`src/rtl/button_pkg.sv`:
```
// rtl/button_pkg.sv - shared types and helpers for the button debounce block
package button_pkg;

    typedef enum logic [1:0] {
        RELEASED     = 2'd0,
        PRESS_WAIT   = 2'd1,
        PRESSED      = 2'd2,
        RELEASE_WAIT = 2'd3
    } btn_state_t;

    // Bits needed to hold values 0..n, never less than one.
    function automatic int count_width(input int unsigned n);
        return (n < 1) ? 1 : $clog2(n + 1);
    endfunction

endpackage

```
`src/rtl/sync_ff.sv`:
```
// rtl/sync_ff.sv - multi-stage flip-flop synchroniser chain
module sync_ff #(
    parameter int STAGES = 2
) (
    input  logic clk,
    input  logic resetn,
    input  logic d,
    output logic q
);

    logic [STAGES-1:0] chain;

    always_ff @(posedge clk) begin
        if (!resetn) begin
            chain <= '0;
        end else begin
            chain <= {chain[STAGES-2:0], d};
        end
    end

    assign q = chain[STAGES-1];

endmodule

```
`src/rtl/button_debounce.sv`:
```
// rtl/button_debounce.sv - synchronised, debounced push-button with press/release/long strobes
module button_debounce
    import button_pkg::*;
#(
    parameter int unsigned DEBOUNCE_CYCLES = 32'd10_000,
    parameter int unsigned LONG_CYCLES     = 32'd1_000_000,
    parameter int          SYNC_STAGES     = 2,
    parameter logic        BTN_ACTIVE_LOW  = 1'b0
) (
    input  logic i_clk,
    input  logic i_rst_n,
    input  logic i_btn,
    output logic o_level,
    output logic o_press,
    output logic o_release,
    output logic o_long
);

    localparam int CW = count_width(DEBOUNCE_CYCLES);
    localparam int HW = count_width(LONG_CYCLES);

    localparam logic [CW-1:0] DEB_LAST  = CW'(DEBOUNCE_CYCLES - 1);
    localparam logic [HW-1:0] LONG_LAST = (LONG_CYCLES == 0) ? '0 : HW'(LONG_CYCLES - 1);
    localparam logic [HW-1:0] HOLD_MAX  = '1;

    logic          btn_polarised;
    logic          s;
    btn_state_t    state;
    logic [CW-1:0] cnt;
    logic [HW-1:0] hold;
    logic [HW-1:0] hold_next;
    logic          long_done;
    logic          long_hit;

    assign btn_polarised = BTN_ACTIVE_LOW ? ~i_btn : i_btn;

    sync_ff #(
        .STAGES (SYNC_STAGES)
    ) u_sync (
        .clk    (i_clk),
        .resetn (i_rst_n),
        .d      (btn_polarised),
        .q      (s)
    );

    // hold advances on every pressed-level sample, including the one that ends a release glitch
    assign hold_next = (hold == HOLD_MAX) ? hold : hold + HW'(1);
    assign long_hit  = (LONG_CYCLES != 0) && (hold == LONG_LAST) && !long_done;

    always_ff @(posedge i_clk) begin
        if (!i_rst_n) begin
            state     <= RELEASED;
            cnt       <= '0;
            hold      <= '0;
            long_done <= 1'b0;
            o_level   <= 1'b0;
            o_press   <= 1'b0;
            o_release <= 1'b0;
            o_long    <= 1'b0;
        end else begin
            o_press   <= 1'b0;
            o_release <= 1'b0;
            o_long    <= 1'b0;
            case (state)
                RELEASED: begin
                    if (s) begin
                        state <= PRESS_WAIT;
                        cnt   <= CW'(1);
                    end
                end
                PRESS_WAIT: begin
                    if (!s) begin
                        state <= RELEASED;
                        cnt   <= '0;
                    end else if (cnt == DEB_LAST) begin
                        state   <= PRESSED;
                        o_level <= 1'b1;
                        o_press <= 1'b1;
                        hold    <= '0;
                    end else begin
                        cnt <= cnt + CW'(1);
                    end
                end
                PRESSED: begin
                    if (!s) begin
                        state <= RELEASE_WAIT;
                        cnt   <= CW'(1);
                    end else begin
                        hold <= hold_next;
                        if (long_hit) begin
                            o_long    <= 1'b1;
                            long_done <= 1'b1;
                        end
                    end
                end
                RELEASE_WAIT: begin
                    if (s) begin
                        state <= PRESSED;
                        hold  <= hold_next;
                        if (long_hit) begin
                            o_long    <= 1'b1;
                            long_done <= 1'b1;
                        end
                    end else if (cnt == DEB_LAST) begin
                        state     <= RELEASED;
                        o_level   <= 1'b0;
                        o_release <= 1'b1;
                        long_done <= 1'b0;
                    end else begin
                        cnt <= cnt + CW'(1);
                    end
                end
                default: begin
                    state <= RELEASED;
                    cnt   <= '0;
                end
            endcase
        end
    end

endmodule

```
`config.mk`:
```
export PLATFORM = sky130hd
export DESIGN_NAME = button_debounce
export DESIGN_NICKNAME = d
export VERILOG_FILES = /design/src/rtl/button_pkg.sv /design/src/rtl/sync_ff.sv /design/src/rtl/button_debounce.sv
export SDC_FILE = /design/constraint.sdc
export NUM_CORES = 1
export LEC_CHECK = 0
export CAP_MARGIN = 20
export CORE_MARGIN = 2
export CORE_UTILIZATION = 40
export CTS_BUF_LIST = sky130_fd_sc_hd__clkbuf_4 sky130_fd_sc_hd__clkbuf_8 sky130_fd_sc_hd__clkbuf_16
export DETAILED_ROUTE_END_ITERATION = 10
export PLACE_DENSITY_LB_ADDON = 0.2
export SLEW_MARGIN = 20
export SYNTH_ARGS = -nofsm -noshare
export SYNTH_HDL_FRONTEND = slang
export SYNTH_SLANG_ARGS = --single-unit
```
`constraint.sdc`:
```
create_clock -name i_clk -period 2.87 [get_ports i_clk]
set_input_delay 0.287 -clock i_clk [delete_from_list [all_inputs] [get_ports i_clk]]
set_output_delay 0.287 -clock i_clk [all_outputs]
set_load 0.01 [all_outputs]
```
==> summary.txt <==
STA
  • Pins Over Slew Limit: 0
  • Period utilisation layout: 0.872
  • Final setup vio count: 0
  • Final Hold Viols: 0
  • Clock skew: 0.00755 ns
  • Slew headroom: 0.514
  • RSZ-0062 raised after global routing: false
  • Fmax: 400 MHz
  • Least-Margin Pin Slew: 0.728 ns
  • Setup TNS: 0 ns
  • Minimum clock period: 2.50 ns

CTS
  • CTS tree: done
  • Num CTS Buffers: 5
  • Worst skew pair latency: 0.30 ns
  • CTS root buf: clkbuf_8
  • Setup Fix Bufs, Post-CTS: 0
  • Reg clk slew, reported paths: 0.09 ns
  • CTS Hold Bufs: 0
  • H-tree depth: 2
  • Clock tree sinks: 43
  • Clock Tree Buf Depth: 2
  • CTS resizes: 0

Die
  • Die width: 78.9 µm
  • Initial Utilization: 0.410
  • Die Height: 78.9 µm
  • Core area: 0.00547 mm²
  • Row count: 27
  • DIE AREA: 0.00623 mm²
  • Num ports: 7

Route
  • DRC: 0
  • Final wirelength: 5.02 mm
  • First drt pass iteration count: 4
  • Final ANT Viol Nets: 0
  • Wirelength per Cell: 14.3 µm
  • Vias post-DR: 2090
  • DRT iter0 DRCs: 117
  • Vias per inst: 5.95

Global route
  • Initial antenna violation count: 0
  • Gr ovfl total: 0
  • Vias in the first global route: 1878
  • First-pass GRT wire length: 8.87 mm
  • Largest net degree at the start of global routing: 30
  • Tot GR Track Use: 0.176

Hold path
  • Hold Startpoint: long_done$_SDFFE_PN0P_
  • Min-Delay Path Depth: 1
  • Hold Path Class: flip-flop to flip-flop
  • Worst Hold Endpoint: o_long$_SDFF_PN0_

Power and ir drop
  • VDD IR-drop max: 258 µV
  • Total power draw: 1130 µW
  • Pleak: 0.000768 µW
  • PD cells: 456 mW/mm²

Layout
  • Layout area overhead: 10.6%
  • FILL cells: 574
  • Area taken by multi-input logic gates: 0.00131 mm²
  • Most frequent cells in the layout: dfxtp_1, a21oi_1, o21ai_0
  • Register area: 861 µm²
  • Antenna cells: 0
  • Most common cell after layout, fill and taps aside: dfxtp_1
  • Layout cells sized above 1: 0.0609
  • Nets@finish: 283

Setup path
  • Worst R2R Path Depth: 6
  • Top Family by Delay on Critical Path: simple AND/OR/NAND/NOR gates
  • Reg2reg start: cnt[0]$_SDFFE_PN0P_
  • Buf/Inv on CP: 0
  • Critical Path, Cell by Cell: ha_1, nor4bb_1, and4_1, o21ai_0, or4_1, a21oi_1
  • Crit path DAT: 2.73 ns
  • Startpoint type of the worst setup path: flip-flop
  • Worst R2R End: hold[15]$_SDFFE_PN0P_
  • CP Max Fanout: 12
  • Crit path capture type: flip-flop
  • Req. time, crit path: 3.10 ns
  • CP Class: flip-flop to flip-flop
  • Critical Path Max Stage Delay: 0.52 ns
  • Flop2flop setup slack: 0.37 ns
  • Slowest library cell on the worst path: and4_1

Place
  • Routability cong.: 0.856
  • # port buffers: 6
  • Post-DP HPWL: 3.55 mm

Yosys
  • Cells after Synth: 276
  • Synth warn: 0
  • Post-synth EDFFs: 0
  • Cell area after synthesis: 0.00225 mm²
  • Yosys reg bits: 43
  • Yosys cell types: 43
  • Seq/Total Area, Yosys: 0.383
  • Post-synth ARST share: 0
  • Dominant synthesized flop cell: dfxtp_1
  • Syn Nets: 281
  • Synth Area per Inst: 8.14 µm²

Outcome
  • Status: complete, no violations

Flow run
  • Maxcap violations: 0
power breakdown:
group | switching [µW] | internal, µW | total [µW]
clock | 220 | 264 | 483
combinational | 27.9 | 15.8 | 43.7
sequential | 6.07 | 600 | 606
worst max path at each step:
| stage | start | to | slack, ns | cells after the start |
|---|---|---|---|---|
| 2_1_floorplan | cnt[0]$_SDFFE_PN0P_ | hold[3]$_SDFFE_PN0P_ | 0.78 | 7 |
| 3_3_place_gp | cnt[0]$_SDFFE_PN0P_ | hold[6]$_SDFFE_PN0P_ | 0.55 | 7 |
| 3_5_place_dp | cnt[0]$_SDFFE_PN0P_ | hold[15]$_SDFFE_PN0P_ | 0.41 | 6 |
| 4_1_cts | cnt[0]$_SDFFE_PN0P_ | hold[15]$_SDFFE_PN0P_ | 0.37 | 6 |
| 5_1_grt | cnt[0]$_SDFFE_PN0P_ | hold[15]$_SDFFE_PN0P_ | 0.09 | 6 |
| 6_report | cnt[0]$_SDFFE_PN0P_ | hold[15]$_SDFFE_PN0P_ | 0.37 | 6 |
synthesized netlist by cell type, types with 7 or more instances:
library cell  count  area [µm²]
a21oi_1          29         145
and3_1            7        43.8
clkbuf_1         12        45.0
dfxtp_1          43         861
nand2_1          16        60.1
nand3_1          10        50.1
nand4_1          11        68.8
nor2_1           18        67.6
nor3_1            9        45.0
o21ai_0          23         115
or3_1            14        87.6
area by class of cell:
class                           count  area share
Clock buffer                        5      0.0277
Clock inverter                      3      0.0191
Inverter                            4     0.00604
Multi-Input combinational cell    213       0.525
Sequential cell                    43       0.346
Tap cell                           72      0.0363
Timing Repair Buffer               11      0.0393
cell families (layout without fill, tap and decap cells):
logic type,after synthesis,after routing,share of synthesized area
muxes,2,2,0.00891
buffers and inverters,20,23,0.0357
and+or+nand+nor,117,117,0.303
xor gates and xnor gates,8,8,0.0312
AOI/OAI and AO/OA,84,84,0.227
adders and majority gates,2,2,0.0111
DFF,43,43,0.383
metal layers:
metal	track usage	routed length, µm	up-vias
li1	-	-	1072
met1	0.235	2460	977
met2	0.282	2350	30
met3	0.0375	125	11
met4	0.0603	86	0
met5	0	0	-
registers in the layout, indices dropped and copies added, names as in the netlist, named ones only:
register      count
o_release         1
cnt              14
long_done         1
o_press           1
o_level           1
state             1
u_sync.chain      2
o_long            1
hold             20
per-stage QoR:
stage | instances | cell area (µm²) | util | hold WS (ns) | setup slack (ns)
finish | 351 | 2480 | 0.454 | 0.435 | 0.367
global route | 351 | 2480 | 0.454 | 0.470 | 0.0892
CTS | 351 | 2480 | 0.454 | 0.445 | 0.367
detailed placement | 343 | 2370 | 0.433 | 0.422 | 0.410
global placement | 343 | 2370 | 0.433 | 0.416 | 0.554
floorplan | 276 | 2250 | - | 0.400 | 0.784
Note: power is estimated with default switching activity, not from simulation.
==> RTL edit, RTL diff (same flow settings) <==
Re-encode `btn_state_t` (4 states) as one-hot, 4 bits wide.
--- a/src/rtl/button_pkg.sv
+++ b/src/rtl/button_pkg.sv
@@ -1,11 +1,11 @@
 // rtl/button_pkg.sv - shared types and helpers for the button debounce block
 package button_pkg;
 
-    typedef enum logic [1:0] {
-        RELEASED     = 2'd0,
-        PRESS_WAIT   = 2'd1,
-        PRESSED      = 2'd2,
-        RELEASE_WAIT = 2'd3
+    typedef enum logic [3:0] {
+        RELEASED     = 4'b0001,
+        PRESS_WAIT   = 4'b0010,
+        PRESSED      = 4'b0100,
+        RELEASE_WAIT = 4'b1000
     } btn_state_t;
 
     // Bits needed to hold values 0..n, never less than one.
Check against the original RTL: same outputs for any inputs over 10 cycles, from zero or initial values and one cycle with i_rst_n low; not proved beyond that.
==> RTL edit against the original RTL <==
Area after synthesis grew 13%. Routed wire length grew 7.6%. Via count grew 6.3%. Power shrank 2.3%. Setup slack gained 0.26 ns. Sequential cell count grew 2. Final area grew 11%. Critical path type unchanged. Fmax grew 11%. Largest power group unchanged. Die area grew 12%.
==> RTL edit: results (changes against the original RTL) <==
GRT
  – Largest net degree at the start of global routing: 23 (-23%)
  – First-pass GRT wire length: 9363 µm (+5.5%)
  – All-Layer GR Usage: 16.20% (-1.4 points)
  – Vias in the first global route: 2105 (+12%)

Route
  – TritonRoute pass-1 iters: 4 (unchanged)
  – Via density: 5.771 (-3.1%)
  – DR WL/cell: 14.02 µm (-1.9%)
  – DRT iter0 DRCs: 109 (-6.8%)

Critical path
  – FF-to-FF Start: state[2]
  – Max stage delay cell, worst path: dfxtp_1
  – Worst Path Max Fanout: 22 (+10)
  – Reg2reg setup slack: 0.62 ns (+0.26 ns)
  – R2r endpoint: hold[11]
  – Cell count of the worst reg-to-reg path: 5 (-1)
  – Biggest cell delay along the critical path: 0.61 ns (+0.09 ns)

Logic synthesis
  – Most instantiated cells after synthesis: dfxtp_1, nor2_1, nand2_1
  – Unique masters post-synth: 65 (+51%)
  – Synth area leaders: dfxtp_1, a21oi_1, o21ai_0
  – Sequential share of the synthesized area: 35.47% (-2.9 points)

Outcome
  – Status: completed

Final layout
  – Fraction of layout cells with a size suffix above 1: 9.740% (+3.6 points)
  – Top Registers: hold: 20 flops, cnt: 14 flops, state: 4 flops
  – Nets: 312 (+10%)

Pwr
  – Peak supply drop: 229.1 µV (-11%)
  – Leak Pwr: 0.0008338 µW (+8.6%)

Placed design
  – HPWL after DPL: 3797 µm (+7.0%)
  – Worst slack at placement: 0.6457 ns (+0.2354 ns)
  – Placer congestion estimate: 0.8177 (-4.5%)

Clock network
  – Number of buffers created by CTS: 5 (unchanged)
  – Clock tree buffer depth: 2 (unchanged)
  – H-Tree Depth: 2 (unchanged)
  – Cts repair resizes: 0 (unchanged)

Timing
  – Skew final: 0.01257 ns (+0.005027 ns)
  – Actual slew at the worst max-slew pin: 0.5657 ns (-0.1620 ns)
  – Final slew viol count: 0 (unchanged)
  – Setup TNS Final: 0 ns (unchanged)

Hold path
  – Worst Hold Launch: long_done
==> RTL edit: where the power goes <==
| part | leakage [µW] | switching (µW) | internal, µW |
|---|---|---|---|
| clock network | 0.0000542 | 214 | 218 |
| registers | 0.000363 | 5.06 | 627 |
| logic | 0.000417 | 26.8 | 16.6 |
==> RTL edit: worst max path at each step <==
| stage | start | to | slack, ns | cells past startpoint |
|---|---|---|---|---|
| after floorplan | cnt[7] | hold[10] | 0.98 | 6 |
| after global placement | state[1] | cnt[12] | 0.68 | 5 |
| after detailed placement | state[2] | hold[11] | 0.65 | 5 |
| after CTS | state[2] | hold[11] | 0.63 | 5 |
| after global routing | state[2] | hold[11] | 0.43 | 5 |
| final | state[2] | hold[11] | 0.62 | 5 |
==> RTL edit: layout make-up <==
class	instances	area (µm²)
multi-input cells	237	1516
clock buffers	7	96.34
fillers	627	3495
flip-flops and latches	45	900.9
inverters	5	18.77
clock inverters	1	5.005
repair buffers	13	112.6
well taps	77	96.34
==> RTL edit: worst max-delay path, delay by kind of cell (launching register included) <==
kind,cells,cell delay (ns)
AO/OA/AOI/OAI,2,0.55
XOR/XNOR,1,0.25
AND/OR/NAND/NOR,2,0.77
flip-flops,1,0.61
==> RTL edit: routing by layer <==
layer / vias up / part of all wire [%] / track usage (%)
li1: 1138 / - / -
met2: 34 / 48 / 28.00
met1: 1048 / 48 / 19.52
met3: 2 / 3.6 / 4.451
met4: 0 / 0.54 / 4.985
met5: - / 0 / 0
==> RTL edit: metrics by stage <==
step | hold slack (ns) | power [µW] | util [%] | instances | area, µm²
6_report | 0.4177 | 1107 | 44.01 | 385 | 2746
4_1_cts | 0.4219 | 1131 | 44.01 | 385 | 2746
2_1_floorplan | 0.3929 | 675.2 | - | 307 | 2540
3_3_place_gp | 0.4116 | 689.3 | 42.38 | 377 | 2645
5_1_grt | 0.4377 | 1158 | 44.01 | 385 | 2746
3_5_place_dp | 0.4105 | 689.7 | 42.38 | 377 | 2645
==> RTL edit: cell families (layout without fill, tap and decap cells) <==
kind of cell	Yosys count	after routing	share of synthesized area, %
simple gates	150	150	35.71
compound gates	70	70	17.78
fa+ha+maj	2	2	0.9851
xor+xnor	14	14	4.827
flops	45	45	35.47
mux	1	1	0.3941
buf+inv	25	26	4.827
